### src/rtl/fetch_ctrl.sv
// rtl/fetch_ctrl.sv - fetch sequencer: owns fetch PC, one outstanding req/ack transfer, redirect draining
// Optional ack watchdog with ERR state enabled by `define FETCH_TIMEOUT_EN.
module fetch_ctrl #(
   parameter logic [31:0] RESET_PC       = 32'h0000_3000,
   parameter int          TIMEOUT_CYCLES = 255
) (
   input  logic        clk,
   input  logic        reset,
   input  logic        pipe_stall,
   input  logic        redirect,
   input  logic [31:0] redirect_pc,
   output logic        i_inst_req,
   output logic [31:0] i_inst_addr,
   input  logic        i_inst_ack,
   input  logic [31:0] i_inst_rdata,
   output logic        instr_valid,
   output logic [31:0] Instr,
   output logic [31:0] PC,
   output logic        fetch_busy,
   output logic        bus_err
);

   typedef enum logic [2:0] {
      S_IDLE,
      S_REQ,
      S_DRAIN,
      S_VALID
`ifdef FETCH_TIMEOUT_EN
      , S_ERR
`endif
   } state_t;

   state_t      r_state;
   state_t      w_state_nxt;
   logic [31:0] r_fetch_pc;
   logic [31:0] r_pending_pc;
   logic [31:0] r_instr;
   logic [31:0] r_pc;
   logic        w_timeout;
   logic        w_waiting;

   // A wait cycle is any bus cycle of the outstanding request without ack.
   assign w_waiting = ((r_state == S_REQ) || (r_state == S_DRAIN)) && !i_inst_ack;

`ifdef FETCH_TIMEOUT_EN
   localparam int CNT_W = $clog2(TIMEOUT_CYCLES + 1);

   logic [CNT_W-1:0] r_cnt;
   logic             r_bus_err;

   assign w_timeout = w_waiting && (r_cnt == CNT_W'(TIMEOUT_CYCLES - 1));

   always_ff @(posedge clk or negedge reset) begin
      if (!reset) begin
         r_cnt     <= '0;
         r_bus_err <= 1'b0;
      end else begin
         r_cnt <= (w_waiting && !w_timeout) ? r_cnt + 1'b1 : '0;
         if (w_timeout)
            r_bus_err <= 1'b1;
         else if ((r_state == S_ERR) && redirect)
            r_bus_err <= 1'b0;
      end
   end

   assign bus_err = r_bus_err;
`else
   assign w_timeout = 1'b0;
   assign bus_err   = 1'b0;
`endif

   always_ff @(posedge clk or negedge reset) begin
      if (!reset)
         r_state <= S_IDLE;
      else
         r_state <= w_state_nxt;
   end

   always_comb begin
      w_state_nxt = r_state;
      case (r_state)
         S_IDLE:  w_state_nxt = S_REQ;
         S_REQ: begin
`ifdef FETCH_TIMEOUT_EN
            if (w_timeout)
               w_state_nxt = S_ERR;
            else
`endif
            if (i_inst_ack && !redirect)
               w_state_nxt = S_VALID;
            else if (!i_inst_ack && redirect)
               w_state_nxt = S_DRAIN;
         end
         S_DRAIN: begin
`ifdef FETCH_TIMEOUT_EN
            if (w_timeout)
               w_state_nxt = S_ERR;
            else
`endif
            if (i_inst_ack)
               w_state_nxt = S_REQ;
         end
         S_VALID: begin
            if (redirect || !pipe_stall)
               w_state_nxt = S_REQ;
         end
`ifdef FETCH_TIMEOUT_EN
         S_ERR: begin
            if (redirect)
               w_state_nxt = S_REQ;
         end
`endif
         default: w_state_nxt = S_IDLE;
      endcase
   end

   always_ff @(posedge clk or negedge reset) begin
      if (!reset) begin
         r_fetch_pc   <= RESET_PC;
         r_pending_pc <= '0;
         r_instr      <= '0;
         r_pc         <= RESET_PC;
      end else begin
         case (r_state)
            S_REQ: begin
               if (i_inst_ack) begin
                  if (redirect) begin
                     r_fetch_pc <= redirect_pc;
                  end else begin
                     r_instr    <= i_inst_rdata;
                     r_pc       <= r_fetch_pc;
                     r_fetch_pc <= r_fetch_pc + 32'd4;
                  end
               end else if (redirect && !w_timeout) begin
                  r_pending_pc <= redirect_pc;
               end
            end
            // Data acked in DRAIN belongs to the abandoned path and is dropped.
            S_DRAIN: begin
               if (i_inst_ack)
                  r_fetch_pc <= redirect ? redirect_pc : r_pending_pc;
               else if (redirect && !w_timeout)
                  r_pending_pc <= redirect_pc;
            end
            default: begin
               if (redirect)
                  r_fetch_pc <= redirect_pc;
            end
         endcase
      end
   end

   assign i_inst_req  = (r_state == S_REQ) || (r_state == S_DRAIN);
   assign fetch_busy  = i_inst_req;
   assign i_inst_addr = r_fetch_pc;
   assign instr_valid = (r_state == S_VALID);
   assign Instr       = r_instr;
   assign PC          = r_pc;

endmodule

### config.mk
export PLATFORM = sky130hd
export DESIGN_NAME = fetch_ctrl
export DESIGN_NICKNAME = d
export VERILOG_FILES = /design/src/rtl/fetch_ctrl.sv
export SDC_FILE = /design/constraint.sdc
export NUM_CORES = 1
export LEC_CHECK = 0
export CAP_MARGIN = 20
export CORE_UTILIZATION = 53
export CTS_CLUSTER_DIAMETER = 30
export DETAILED_ROUTE_END_ITERATION = 10
export PLACE_DENSITY = 0.83
export SKIP_CTS_REPAIR_TIMING = 1
export SLEW_MARGIN = 20
export SYNTH_ARGS = -nofsm -noshare
export SYNTH_HDL_FRONTEND = slang
export SYNTH_SLANG_ARGS = --single-unit
### constraint.sdc
create_clock -name clk -period 5.2 [get_ports clk]
set_input_delay 1.3 -clock clk [delete_from_list [all_inputs] [get_ports clk]]
set_output_delay 1.3 -clock clk [all_outputs]
set_load 0.01 [all_outputs]
== Word level (Yosys, flattened, before mapping) ==
Cells that the tools add are included.

* Bitwise logic cells: 2
* Equality and inequality tests: 7
* Add/subtract/negate cells: 1
* Mux-type cells: 11
* Reductions and logical operators: 14

{| class="wikitable"
|+ Operators with widths
! operator !! number
|-
| $mux 32 || 5
|-
| $pmux 32 s2 || 1
|-
| $add 32x3->32 const B || 1
|-
| $mux 3 || 4
|-
| $pmux 3 s4 || 1
|-
| $reduce_and 3->1 || 3
|-
| $eq 3x2->1 const B || 2
|-
| $ne 2x2->1 const B || 2
|-
| $eq 3x1->1 const B || 1
|-
| $logic_not 1->1 || 3
|-
| $logic_not 3->1 || 1
|-
| $ne 3x1->1 const B || 1
|-
| $reduce_bool 3->1 || 1
|-
| $logic_and 1x1->1 || 2
|-
| $logic_or 1x1->1 || 2
|-
| $ne 2x1->1 const B || 1
|-
| $not 1->1 || 2
|-
| $reduce_and 2->1 || 1
|-
| $reduce_or 2->1 || 1
|}

* Bits in registers: 131
* Output and inout bits: 100

== Logic depth before layout (Yosys ltp) ==
* Depth in word-level cells: 5
* Depth in mapped cells: 9
* Gate-level depth less buffers: 7

== Worst setup path before layout ==
No wires, ideal clock.

* Kind: input to register
* From: input port redirect
* To: register r_instr[17] (netlist: Instr[17])
* Setup slack: 2.086 ns
* Setup time: 0.125 ns
* Required time: 5.075 ns
* Stages: 8
* Data arrival time: 2.989 ns
* Path through: buf_2 inv_1 buf_2 ha_1 nand2_1 clkbuf_1 clkbuf_1 mux2_2

* Word-level cells in the longest chain between the ends: 2

{| class="wikitable"
|+ RTL lines
! element !! RTL line !! text
|-
| start, declared || 10 || <nowiki>input logic redirect,</nowiki>
|-
| $not 1->1 (no source line) || -- ||
|-
| $reduce_and 3->1 (no source line) || -- ||
|-
| end signal, assigned || 130 || <nowiki>r_instr <= i_inst_rdata;</nowiki>
|-
| end, declared || 37 || <nowiki>logic [31:0] r_instr;</nowiki>
|}

No other way between the ends.
A chain may end at the register's enable or synchronous reset.

== Worst setup path in the final report ==
* From: register r_state[0]
* To: output port i_inst_req

* Word-level cells in the longest chain between the ends: 2
* Elaborated cells on any way between the ends: 3
* Classes of those cells: eq/ne (2); reduce/logical (1)

{| class="wikitable"
|+ RTL lines
! element !! RTL line !! text
|-
| start, declared || 33 || <nowiki>state_t r_state;</nowiki>
|-
| start signal, assigned || 76 || <nowiki>r_state <= w_state_nxt;</nowiki>
|-
| $eq 3x1->1 or $eq 3x2->1 (tied branches) || 153 || <nowiki>assign i_inst_req = (r_state == S_REQ) || (r_state == S_DRAIN);</nowiki>
|-
| $logic_or 1x1->1 * || 153 ||
|-
| end, declared || 12 || <nowiki>output logic i_inst_req,</nowiki>
|}

Every way passes the cells marked *; elsewhere a longest branch is shown, timed or not.

==> impl_metrics.csv <==
group,metric,value,unit
hold_path,min_path_type,"reg2reg",
floorplan,start_util,0.543,
finish,fillers,832,
grt,gr-total-overflow,0,
synthesis,synth_edf_count,0,
grt,globalRouteTotalUtil,0.295,
finish,area_growth,36.0,%
worst_setup_path,rr_startpoint,"r_state[0]",
routing,dr.pass1.iters,5,
worst_setup_path,crit_required,3.90,ns
routing,initialDrtViolationCount,544,
worst_setup_path,rr_worst_depth,8,
pwr,powerDensity,668,nW/um2
floorplan,rows,40,
clocking,cts.sinks,130,
finish,antenna_cells,0,
clocking,cts_buffers,17,
synthesis,syn-instance-count,581,
hold_path,whs_path_depth,2,
clocking,insertion_delay,0.42,ns
synthesis,yosysUniqueCellTypes,68,
timing,final.min_clock_period,4.13,ns
routing,routedWlPerCell,20.2,um
floorplan,die_area,12800,um2
clocking,clkTransAtPathRegs,0.06,ns
timing,finClkSkew,0.00716,ns
timing,clock.fmax,242,MHz
synthesis,synth_flop_cell,"dfrtp_1",
finish,multiInputGateArea,3040,um2
grt,met1_usage,0.375,
hold_path,worstHoldStart,"PC[29]",
hold_path,holdPathEnd,"PC[29]",
finish,drive_gt1_frac,0.210,
synthesis,ys_ff_latch,130,
clocking,cts_tree,"built",
timing,final.period_utilization,0.795,
flow_run,max_cap_violations,0,
synthesis,syn-cell-area,6520,um2
worst_setup_path,r2r_end,"i_inst_addr[23]",
worst_setup_path,critPathKind,"reg2out",
synthesis,async_flop_share,1.00,
timing,slew_headroom,0.370,
outcome,status,"finished clean",
worst_setup_path,cp-end-kind,"output pin",
grt,grt_pass1_vias,5510,
grt,grt_antenna_before_repair,0,
placed_design,portBuffers,167,
grt,grt_max_degree,105,
finish,final_cell_mix,"166 x clkdlybuf4s50_1, 126 x dfrtp_1, 96 x mux2_2",
timing,worst_pin_slew,0.945,ns
clocking,cts_root_buffer,"clkbuf_16",
routing,routed_via_density,6.31,
finish,finalInstanceArea,8870,um2
timing,drv_slew,0,
finish,fin_nets,807,
placed_design,gp_congestion,0.855,
timing,whs,0.484,ns
synthesis,synthesis.nets,655,
finish,layout_commonest_cell,"clkdlybuf4s50_1",
synthesis,synth_warnings,0,
worst_setup_path,ff2ff_setup_slack,2.13,ns
clocking,ctsHtreeMaxLevel,4,
grt,use_met3,0.0841,
synthesis,synth.avg_cell_area,11.2,um2
timing,grt_setup_unrepaired,"no",
floorplan,die-width,113,um
floorplan,core_area,12000,um2
clocking,clockBufferDepth,2,
routing,remaining_drc_errors,0,
finish,seq_area,3260,um2
worst_setup_path,arrival,2.83,ns
routing,dr_total_vias,5634,
worst_setup_path,worstSetupStartpointType,"flip-flop",
timing,setup_viol,0,
grt,grt_pass1_wl,28800,um
worst_setup_path,crit_fanout,24,
floorplan,ios,169,
grt,globalRouteMet2Util,0.472,
timing,fin_setup_tns,0,ns
placed_design,placed_cell_area,8270,um2
pwr,ir_drop,0.354,mV
timing,hold_viol,0,
routing,ant_nets,0,
pwr,p_leak,0.00363,uW
synthesis,seq_area_frac_synth,0.499,
grt,busiest_layer,"met2",
placed_design,dpl.hpwl,12100,um
floorplan,die_height,113,um
routing,totalWireLength,18100,um
[cell usage after synthesis, drive strengths merged (8+ instances only)]
cell type  instances  area, um2
nor2              27        101
and3               8       50.1
buf               26        133
a21oi             17       88.8
clkbuf            18       67.6
nand3              8       40.0
a22o              13        114
dfrtp            126       3150
nand2             31        116
nor4               8       65.1
a221o              8       80.1
mux2              96       1080
nand4             10       90.1
a221oi             9       78.8
nor3              14       70.1
inv               10       37.5
o21ai             46        230
[flip-flops by register name (all words and copies together), names as in the netlist]
register      cells
r_pending_pc     32
i_inst_addr      32
r_state           2
PC               32
Instr            32
[worst max-delay path by stage]
| stage | startpoint | end | slack (ns) | cells past startpoint |
|---|---|---|---|---|
| 2_1_floorplan | redirect | Instr[17] | 2.09 | 8 |
| 3_3_place_gp | redirect | Instr[15] | 1.37 | 5 |
| 3_5_place_dp | redirect | Instr[10] | 1.28 | 5 |
| 4_1_cts | r_state[0] | i_inst_req | 1.11 | 5 |
| 5_1_grt | r_state[0] | i_inst_req | 0.93 | 5 |
| 6_report | r_state[0] | i_inst_req | 1.07 | 5 |
[logic make-up (layout without fill, tap and decap cells)]
| family | after synthesis | count (layout) | share of synthesized area |
|---|---|---|---|
| AO/OA/AOI/OAI | 152 | 152 | 0.164 |
| XOR/XNOR | 6 | 6 | 0.00806 |
| adder cells (fa/ha/maj) | 5 | 5 | 0.00959 |
| buffers and inverters | 54 | 219 | 0.0364 |
| flip-flops | 130 | 130 | 0.499 |
| multiplexers | 96 | 96 | 0.166 |
| other | 1 | 1 | 0.000575 |
| AND/OR/NAND/NOR | 137 | 137 | 0.116 |
[critical path: stages (launching register included)]
cell and delay (ns):
dfrtp_1 0.37, inv_1 0.08, ha_1 0.85, inv_1 0.27, buf_4 0.30, clkdlybuf4s50_1 0.51
[area by class of cell]
type / count / area share
flip-flops and latches: 130 / 0.367
multi-input cells: 397 / 0.343
repair buffers: 177 / 0.197
clock buffers: 19 / 0.0499
well taps: 147 / 0.0207
clock inverters: 13 / 0.0182
inverters: 10 / 0.00423
[power by group]
group | total (uW) | switching, uW | leakage, uW | internal, uW
combinational | 2720 | 1260 | 0.00180 | 1460
sequential | 2000 | 460 | 0.00154 | 1540
clock | 1210 | 446 | 0.000285 | 764
total | 5930 | 2160 | 0.00363 | 3760
[metrics by stage]
| step | total power (uW) | util | worst slack [ns] | cells |
|---|---|---|---|---|
| 2_1_floorplan | 3400 | - | 2.09 | 581 |
| 3_3_place_gp | 4570 | 0.688 | 1.37 | 861 |
| 3_5_place_dp | 4680 | 0.688 | 1.28 | 861 |
| 4_1_cts | 5920 | 0.739 | 1.11 | 893 |
| 5_1_grt | 6250 | 0.739 | 0.932 | 893 |
| 6_report | 5930 | 0.739 | 1.07 | 893 |
[layer usage]
layer  part of all wire  vias up
li1                   -     2491
met1               0.40     2762
met2               0.49      332
met3              0.087       49
met4              0.024        0
met5                  0        -
Power figures use the tool's default switching activity.
==> patch (config.mk and constraints unchanged) <==
The option `FETCH_TIMEOUT_EN` is turned on by a define.
--- a/src/rtl/fetch_ctrl.sv
+++ b/src/rtl/fetch_ctrl.sv
@@ -1,4 +1,6 @@
 // rtl/fetch_ctrl.sv - fetch sequencer: owns fetch PC, one outstanding req/ack transfer, redirect draining
 // Optional ack watchdog with ERR state enabled by `define FETCH_TIMEOUT_EN.
+`define FETCH_TIMEOUT_EN
+
 module fetch_ctrl #(
    parameter logic [31:0] RESET_PC       = 32'h0000_3000,
Check against the original RTL: same outputs for any inputs over 4 cycles, from zero or initial values and one cycle with reset low; that may be too few to reach the edited logic, so the function may still have changed.
==> patch against the unedited design <==
Sequential cell count increased by 10; hold slack better by 3.2 ps; routed wire length fell by 3.4%; total power fell by 4.6%; highest routed layer unchanged; clock power up 15%; synthesized area rose by 2.6%; sequential power increased by 5%; worst setup slack better by 210 ps; final area grew 3.2%; core utilization up 1.4 points; global-route usage is 1.6 points lower; non-clock buffer count fell by 3; fmax is 5.5% higher.
==> patch: results <==
export IMPL_seqCellArea_mm2=0.00351
export IMPL_hpwl_um=11800
export IMPL_worstHoldEndpoint="r_pending_pc[9]"
export IMPL_grt_met1_usage=0.360
export IMPL_dr_first_iter_drc_count=474
export IMPL_synthAdderAreaFrac=0.00748
export IMPL_hold_depth=1
export IMPL_wl_met3_um=1350
export IMPL_cpMaxStageDelayCell="dfrtp_1"
export IMPL_drive_gt1_frac=0.194
export IMPL_ys_seq_area_frac=0.524
export IMPL_cp_top_family="flip-flops"
export IMPL_status="finished, final reports clean"
export IMPL_grtUsageTotal=0.279
export IMPL_synth_area_mux_share=0.172
export IMPL_crit_path_max_fanout=21
export IMPL_synthXorXnorAreaFrac=0.0157
export IMPL_yosys_warnings=0
export IMPL_multi_input_area_share=0.325
export IMPL_worst_slack_ps=1280
export IMPL_ir_drop_uv=288
export IMPL_vias_per_cell=5.93
export IMPL_grt_pass1_vias=5322
export IMPL_gp_congestion=0.895
export IMPL_met2_usage=0.452
export IMPL_met3_usage=0.0699
export IMPL_cts_sinks=140
export IMPL_arrival_ps=2620
export IMPL_wl_met2_um=8680
export IMPL_synth_compound_area_frac=0.122
export IMPL_skew_ps=7.92
export IMPL_inverters=12
export IMPL_worstRegToRegCells=5
export IMPL_fillers=807
export IMPL_hp_start="r_pending_pc[9]"
export IMPL_r2r_start="r_state[1]"
export IMPL_antenna_found_initial=0
export IMPL_r2r_slack_ps=1910
export IMPL_grt_first_pass_wirelength_um=27700
export IMPL_io_buffer_count=168
export IMPL_synth_common_cells="dfrtp_1 (136), mux2_2 (96), nand2_1 (42)"
export IMPL_grt_max_degree=115
export IMPL_intPower_mw=3.79
export IMPL_ys_types=58
export IMPL_wirelength_met1_um=7000
export IMPL_yosys_top_cells_area="dfrtp_1 (51%), mux2_2 (16%), nand2_1 (2.4%)"
export IMPL_slew_headroom=0.322
export IMPL_r2r_end="r_pending_pc[9]"
export IMPL_clock_area_frac=0.0747
export IMPL_dp_slack_ps=1150
export IMPL_fin_nets=812
export IMPL_p_leak_nw=3.79
export IMPL_buffer_area_frac=0.189
export IMPL_wl_um=17500
export IMPL_cpPeakStageDelay_ps=780
export IMPL_n_clock_buffer=22
export IMPL_buffers=174
export IMPL_multi_input_cells=394
[patch: worst max path at each step]
stage,startpoint,endpoint,slack (ps),cells past startpoint
6_report,r_state[1],i_inst_req,1280,3
2_1_floorplan,redirect,Instr[0],2370,7
4_1_cts,r_state[1],i_inst_req,1320,3
5_1_grt,r_state[1],i_inst_req,1170,3
3_5_place_dp,redirect,Instr[9],1150,7
3_3_place_gp,redirect,Instr[0],1300,7
[patch: power groups by stage]
stage          combinational [mW]  sequential [mW]  clock (mW)
2_1_floorplan                1.00             2.11           0
3_3_place_gp                 2.09             2.05           0
3_5_place_dp                 2.16             2.09           0
4_1_cts                      2.18             2.08        1.40
5_1_grt                      2.31             2.16        1.46
6_report                     2.17             2.10        1.39
[patch: stage by stage]
stage	area, um2	utilization	hold WS (ps)	instances	total power, mW
finish	9160	0.753	487	920	5.66
global placement	8450	0.695	472	888	4.14
global route	9160	0.753	517	920	5.93
CTS	9160	0.753	487	920	5.66
detailed placement	8470	0.697	475	888	4.25
floorplan	6700	-	456	582	3.11
